--- src/rtl/color_averager.sv ---
// ============================================================================
// color_averager -- averages 2^SAMPLES_LOG2 RGB sensor readings, reports the dominant channel
// Revision: 1.0
// ============================================================================
`default_nettype none

module color_averager #(
    parameter int SAMPLES_LOG2   = 2,
    parameter int GAP_CYCLES     = 100000,
    parameter int TIMEOUT_CYCLES = 1000000
) (
    input  logic        clk,
    input  logic        rst,
    input  logic        run,
    input  logic        sensor_ready,
    input  logic [15:0] sensor_red,
    input  logic [15:0] sensor_green,
    input  logic [15:0] sensor_blue,
    output logic        measure,
    output logic [15:0] avg_red,
    output logic [15:0] avg_green,
    output logic [15:0] avg_blue,
    output logic [1:0]  dominant,
    output logic        valid,
    output logic        timeout
);

    localparam int ACC_W = 16 + SAMPLES_LOG2;
    localparam int CNT_W = SAMPLES_LOG2 + 1;
    localparam logic [CNT_W-1:0] c_SAMPLES = CNT_W'(1 << SAMPLES_LOG2);

    localparam logic [2:0] c_ST_IDLE      = 3'd0;
    localparam logic [2:0] c_ST_WAIT_RDY  = 3'd1;
    localparam logic [2:0] c_ST_TRIG      = 3'd2;
    localparam logic [2:0] c_ST_WAIT_BUSY = 3'd3;
    localparam logic [2:0] c_ST_WAIT_DONE = 3'd4;
    localparam logic [2:0] c_ST_ACCUM     = 3'd5;
    localparam logic [2:0] c_ST_OUTPUT    = 3'd6;
    localparam logic [2:0] c_ST_GAP       = 3'd7;

    logic [2:0]       r_state;
    logic [2:0]       w_next;
    logic [CNT_W-1:0] r_cnt;
    logic [CNT_W-1:0] w_cnt_inc;
    logic             w_last;
    logic [ACC_W-1:0] r_acc_r;
    logic [ACC_W-1:0] r_acc_g;
    logic [ACC_W-1:0] r_acc_b;
    logic [31:0]      r_tcnt;
    logic [31:0]      r_gcnt;
    logic             r_run_d;
    logic             w_wait;
    logic             w_to_hit;
    logic             w_to_fire;
    logic             w_gap_done;
    logic [15:0]      w_avg_r;
    logic [15:0]      w_avg_g;
    logic [15:0]      w_avg_b;
    logic [1:0]       w_dom;

    logic             r_measure;
    logic             r_valid;
    logic             r_timeout;
    logic [15:0]      r_avg_r;
    logic [15:0]      r_avg_g;
    logic [15:0]      r_avg_b;
    logic [1:0]       r_dom;

    assign w_cnt_inc  = r_cnt + CNT_W'(1);
    assign w_last     = (w_cnt_inc == c_SAMPLES);
    assign w_wait     = (r_state == c_ST_WAIT_RDY) || (r_state == c_ST_WAIT_BUSY) ||
                        (r_state == c_ST_WAIT_DONE);
    assign w_to_hit   = w_wait && ((r_tcnt + 32'd1) >= 32'(TIMEOUT_CYCLES));
    assign w_gap_done = (r_gcnt + 32'd1) >= 32'(GAP_CYCLES);

    // Shift-and-truncate: the accumulator's top 16 bits are the average.
    assign w_avg_r = r_acc_r[ACC_W-1:SAMPLES_LOG2];
    assign w_avg_g = r_acc_g[ACC_W-1:SAMPLES_LOG2];
    assign w_avg_b = r_acc_b[ACC_W-1:SAMPLES_LOG2];

    always_comb begin
        w_dom = 2'd3;
        if ((w_avg_r > w_avg_g) && (w_avg_r > w_avg_b)) begin
            w_dom = 2'd0;
        end else if ((w_avg_g > w_avg_r) && (w_avg_g > w_avg_b)) begin
            w_dom = 2'd1;
        end else if ((w_avg_b > w_avg_r) && (w_avg_b > w_avg_g)) begin
            w_dom = 2'd2;
        end
    end

    always_comb begin
        w_next    = r_state;
        w_to_fire = 1'b0;
        case (r_state)
            c_ST_IDLE: begin
                if (run) w_next = c_ST_WAIT_RDY;
            end
            c_ST_WAIT_RDY: begin
                if (!run) begin
                    w_next = c_ST_IDLE;
                end else if (sensor_ready) begin
                    w_next = c_ST_TRIG;
                end else if (w_to_hit) begin
                    w_next    = c_ST_IDLE;
                    w_to_fire = 1'b1;
                end
            end
            c_ST_TRIG: w_next = c_ST_WAIT_BUSY;
            c_ST_WAIT_BUSY: begin
                if (!sensor_ready) begin
                    w_next = c_ST_WAIT_DONE;
                end else if (w_to_hit) begin
                    w_next    = c_ST_IDLE;
                    w_to_fire = 1'b1;
                end
            end
            c_ST_WAIT_DONE: begin
                if (sensor_ready) begin
                    w_next = c_ST_ACCUM;
                end else if (w_to_hit) begin
                    w_next    = c_ST_IDLE;
                    w_to_fire = 1'b1;
                end
            end
            // The reading in flight is always taken; a dropped run only stops the next trigger.
            c_ST_ACCUM: begin
                if (w_last)    w_next = c_ST_OUTPUT;
                else if (!run) w_next = c_ST_IDLE;
                else           w_next = c_ST_TRIG;
            end
            c_ST_OUTPUT: w_next = c_ST_GAP;
            c_ST_GAP: begin
                if (!run)            w_next = c_ST_IDLE;
                else if (w_gap_done) w_next = c_ST_WAIT_RDY;
            end
            default: w_next = c_ST_IDLE;
        endcase
    end

    always_ff @(posedge clk or negedge rst) begin
        if (!rst) begin
            r_state   <= c_ST_IDLE;
            r_cnt     <= '0;
            r_acc_r   <= '0;
            r_acc_g   <= '0;
            r_acc_b   <= '0;
            r_tcnt    <= '0;
            r_gcnt    <= '0;
            r_run_d   <= 1'b0;
            r_measure <= 1'b0;
            r_valid   <= 1'b0;
            r_timeout <= 1'b0;
            r_avg_r   <= '0;
            r_avg_g   <= '0;
            r_avg_b   <= '0;
            r_dom     <= 2'd3;
        end else begin
            r_state   <= w_next;
            r_run_d   <= run;
            r_measure <= (w_next == c_ST_TRIG);
            r_valid   <= (r_state == c_ST_OUTPUT);

            if (w_wait && (w_next == r_state)) r_tcnt <= r_tcnt + 32'd1;
            else                               r_tcnt <= '0;

            if ((r_state == c_ST_GAP) && (w_next == c_ST_GAP)) r_gcnt <= r_gcnt + 32'd1;
            else                                               r_gcnt <= '0;

            if (r_state == c_ST_ACCUM) begin
                r_acc_r <= r_acc_r + ACC_W'(sensor_red);
                r_acc_g <= r_acc_g + ACC_W'(sensor_green);
                r_acc_b <= r_acc_b + ACC_W'(sensor_blue);
                r_cnt   <= w_cnt_inc;
            end else if ((r_state == c_ST_IDLE) || (r_state == c_ST_OUTPUT) || w_to_fire) begin
                r_acc_r <= '0;
                r_acc_g <= '0;
                r_acc_b <= '0;
                r_cnt   <= '0;
            end

            if (r_state == c_ST_OUTPUT) begin
                r_avg_r <= w_avg_r;
                r_avg_g <= w_avg_g;
                r_avg_b <= w_avg_b;
                r_dom   <= w_dom;
            end

            if (w_to_fire)          r_timeout <= 1'b1;
            else if (run && !r_run_d) r_timeout <= 1'b0;
        end
    end

    assign measure   = r_measure;
    assign valid     = r_valid;
    assign timeout   = r_timeout;
    assign avg_red   = r_avg_r;
    assign avg_green = r_avg_g;
    assign avg_blue  = r_avg_b;
    assign dominant  = r_dom;

endmodule

`default_nettype wire

--- config.mk ---
export PLATFORM = sky130hd
export DESIGN_NAME = color_averager
export DESIGN_NICKNAME = d
export VERILOG_FILES = /design/src/rtl/color_averager.sv
export SDC_FILE = /design/constraint.sdc
export NUM_CORES = 1
export LEC_CHECK = 0
export CAP_MARGIN = 25
export CORE_ASPECT_RATIO = 0.5
export CORE_MARGIN = 2
export CORE_UTILIZATION = 49
export CTS_CLUSTER_DIAMETER = 100
export DETAILED_ROUTE_END_ITERATION = 10
export HOLD_SLACK_MARGIN = 0.08
export PLACE_DENSITY = 0.79
export SETUP_SLACK_MARGIN = 0.15
export SYNTH_ARGS = -nofsm -noshare
export SYNTH_HDL_FRONTEND = slang
export SYNTH_SLANG_ARGS = --single-unit
--- constraint.sdc ---
create_clock -name clk -period 3.2 [get_ports clk]
set_clock_uncertainty 0.15 [all_clocks]
set_input_delay 0.8 -clock clk [delete_from_list [all_inputs] [get_ports clk]]
set_output_delay 0.8 -clock clk [all_outputs]
set_load 0.05 [all_outputs]
==> flow_metrics.env <==
export IMPL_outcome="finished, violations left"
export IMPL_failed_checks="negative setup slack"
export IMPL_drt_wl_cell_um=18.8
export IMPL_cts_hold_buf=0
export IMPL_worst_slew_pin_transition_ns=0.907
export IMPL_core_outline_area_mm2=0.0220
export IMPL_power_density_mw_per_mm2=803
export IMPL_share_of_layout_cells_above_drive_strength_1=0.195
export IMPL_die_width_um=217
export IMPL_clkSinkCount=178
export IMPL_final_setup_violation_count=35
export IMPL_crit_path_cell_trace="and4_4, nand4_1, nor3_2, mux2_4, a2bb2oi_2, or4_4, buf_4, buf_6, or3_4, buf_12, nor2_1"
export IMPL_yosys_warnings=0
export IMPL_rsz0062_at_grt="true"
export IMPL_synth_ff_type="dfrtp_1"
export IMPL_power_static_leakage_nw=6.51
export IMPL_vias=10300
export IMPL_route_detailed_drc=0
export IMPL_stdcell_count=1742
export IMPL_slowest_delay_ns=0.47
export IMPL_nFillCells=1566
export IMPL_synth_most_common_cell="dfrtp_1"
export IMPL_finalWeightedCongestion=0.897
export IMPL_ys_async_sr_fraction=1.00
export IMPL_fin_util=0.672
export IMPL_hold_viol_final=0
export IMPL_critical_path_top_delay_family="simple AND/OR/NAND/NOR gates"
export IMPL_clock_latency_ns=0.45
export IMPL_detailedRoute_firstPassIterationCount=5
export IMPL_global_route_wire_length_before_repair_um=51900
export IMPL_crit_reg2reg_launch="r_tcnt[1]"
export IMPL_period_share=1.01
export IMPL_fin_ws_ns=-0.0372
export IMPL_synthesis_area_per_instance_um2=9.28
export IMPL_critical_path_startpoint_type="flop"
export IMPL_final_design_area_excluding_fillers_mm2=0.0148
export IMPL_cts_inserted_buffers=17
export IMPL_netlist_top_cells_area="dfrtp_1 (40%), ha_1 (11%), o21ai_0 (4.5%)"
export IMPL_synth_edff_count=0
export IMPL_num_io_pins=105
export IMPL_row_count=38
export IMPL_worstPathArrival_ns=3.46
export IMPL_layout_min_cycle_time_ns=3.24
export IMPL_p_r_area_growth_vs_syn_pct=32.8
export IMPL_final_max_slew_violation_count=0
export IMPL_cp_class="flop to flop"
export IMPL_placed_area_mm2=0.0132
export IMPL_dp_worst_setup_slack_ns=-0.577
export IMPL_vias_per_cell=5.92
export IMPL_io_buffer_count=104
export IMPL_global_route_usage_total=0.269
export IMPL_crit_path_top_delay_cell="or4_4"
export IMPL_timing_critical_path_required_ns=3.42
export IMPL_timing_max_slew_rel_slack=0.395
export IMPL_drc_violation_total_after_the_first_tritonroute_iteration=866
export IMPL_cts_tree="yes"
export IMPL_synth_top_area_cell="dfrtp_1"
export IMPL_synth_yosys_seq_area_share=0.401
export IMPL_grt_start_max_net_pins=102
export IMPL_postRouteAntennaNets=0
export IMPL_vdd_ir_drop_worst_v=0.000624
export IMPL_place_detailed_instances=1679
export IMPL_postSynthCellCount=1197
export IMPL_htreeDepth=4
export IMPL_worst_setup_hold_path_clk_slew_ns=0.06
export IMPL_timing_critical_path_from="r_tcnt[1]"
export IMPL_buffer_and_inverter_count_on_the_worst_path=3
export IMPL_cap_violations=0
export IMPL_clock_fmax_ghz=0.309
export IMPL_clk_path_buf_depth=2
export IMPL_critical_path_max_fanout=20
export IMPL_grt_pass1_vias=10300
export IMPL_die_h_um=110
export IMPL_crit_path_end_kind="flop"
export IMPL_design_final_nets=1585
export IMPL_ys_seq_elements=178
export IMPL_netlist_area_mm2=0.0111
export IMPL_clock_root_buffer="clkbuf_16"
export IMPL_post_synth_most_frequent_cells="dfrtp_1 (176), nand2_1 (107), nor2_1 (101)"
export IMPL_start_util=0.506
export IMPL_hpwlAfterDp_um=21500
export IMPL_synth_distinct_cells=80
export IMPL_die_area_mm2=0.0240
export IMPL_antenna_found_initial=1
export IMPL_synthDominantCellAreaShare=0.396
export IMPL_holdCritPathClass="input pin to asynchronous set/reset pin"
export IMPL_post_route_worst_hold_slack_ns=0.183
export IMPL_grt_overflow_total=0
export IMPL_detail_route_wirelength_um=32800
registers in the layout (all words and copies together), names as in the netlist, 2 cells and up:
| register | cells |
|---|---|
| r_gcnt | 32 |
| r_acc_g | 18 |
| r_acc_b | 18 |
| avg_blue | 16 |
| r_cnt | 3 |
| r_acc_r | 18 |
| r_tcnt | 32 |
| avg_red | 16 |
| dominant | 2 |
| avg_green | 16 |
| r_state | 3 |
metal layers:
layer / vias up / wire length, µm / GRT usage
met5: - / 0 / 0
met4: 0 / 1260 / 0.119
met3: 101 / 1970 / 0.0512
met2: 378 / 15900 / 0.446
met1: 5065 / 13600 / 0.344
li1: 4777 / - / -
layout by cell type (no fill, tap or decap), types with 14 or more instances in the layout:
| cell | netlist | routed |
|---|---|---|
| nor2_1 | 101 | 94 |
| nand3_1 | 46 | 42 |
| clkdlybuf4s50_1 | 0 | 102 |
| a21o_1 | 23 | 23 |
| ha_1 | 100 | 96 |
| clkbuf_16 | 0 | 19 |
| dfrtp_1 | 176 | 174 |
| xnor2_1 | 37 | 36 |
| o21ai_2 | 8 | 14 |
| buf_4 | 1 | 100 |
| conb_1 | 1 | 27 |
| a21oi_1 | 61 | 56 |
| o21ai_0 | 99 | 85 |
| o22ai_2 | 15 | 26 |
| nand4_1 | 25 | 25 |
| and3_1 | 21 | 19 |
| inv_1 | 82 | 82 |
| nand2_1 | 107 | 106 |
| xor2_1 | 37 | 37 |
what timing repair did:
item | CTS | global route
gates resized for setup | 57 | 83
gates cloned | 5 | 2
pin swaps | 19 | 28
endpoints found under the setup margin | 98 | 98
buffers inserted | 16 | 9
kinds of logic after synthesis:
family / Yosys count / share of synthesized area
AO/OA/AOI/OAI: 319 / 0.193
XOR/XNOR: 74 / 0.0583
adder cells (fa/ha/maj): 103 / 0.118
buffers and inverters: 120 / 0.0457
flip-flops: 178 / 0.401
multiplexers: 8 / 0.00743
other: 1 / 0.000338
AND/OR/NAND/NOR: 394 / 0.176
report_power, final:
part | internal (mW) | switching (mW)
Combinational | 2.89 | 3.77
Clock | 1.22 | 0.914
Sequential | 2.63 | 0.418
path summary, 6_finish.rpt:
path | end | slack [ns] | cells after the start
worst min register to register | avg_red[6] | 0.33 | 2
max in group asynchronous | r_gcnt[5] | 1.93 | 2
worst max-delay path | r_tcnt[7] | -0.04 | 11
worst min-delay path | r_acc_b[0] | 0.18 | 1
worst max register to register | r_tcnt[7] | -0.04 | 11
min in group clk | avg_red[6] | 0.33 | 2
through the flow:
stage | setup TNS (ns) | total power, mW
2_1_floorplan | 0 | 6.73
3_3_place_gp | -5.77 | 8.17
3_5_place_dp | -11.69 | 8.37
4_1_cts | 0 | 11.2
5_1_grt | -7.76 | 12.5
6_report | -0.400 | 11.8
cell type report:
class,count,area (µm²),share of cell area
clock inverters,9,133,0.00899
repair buffers,226,2210,0.150
well taps,300,375,0.0254
multi-input cells,925,6830,0.463
diodes,1,2.50,0.000170
flip-flops and latches,178,4460,0.302
clock buffers,21,440,0.0298
inverters,82,308,0.0209
No activity file was read; power rests on OpenSTA's default activity.
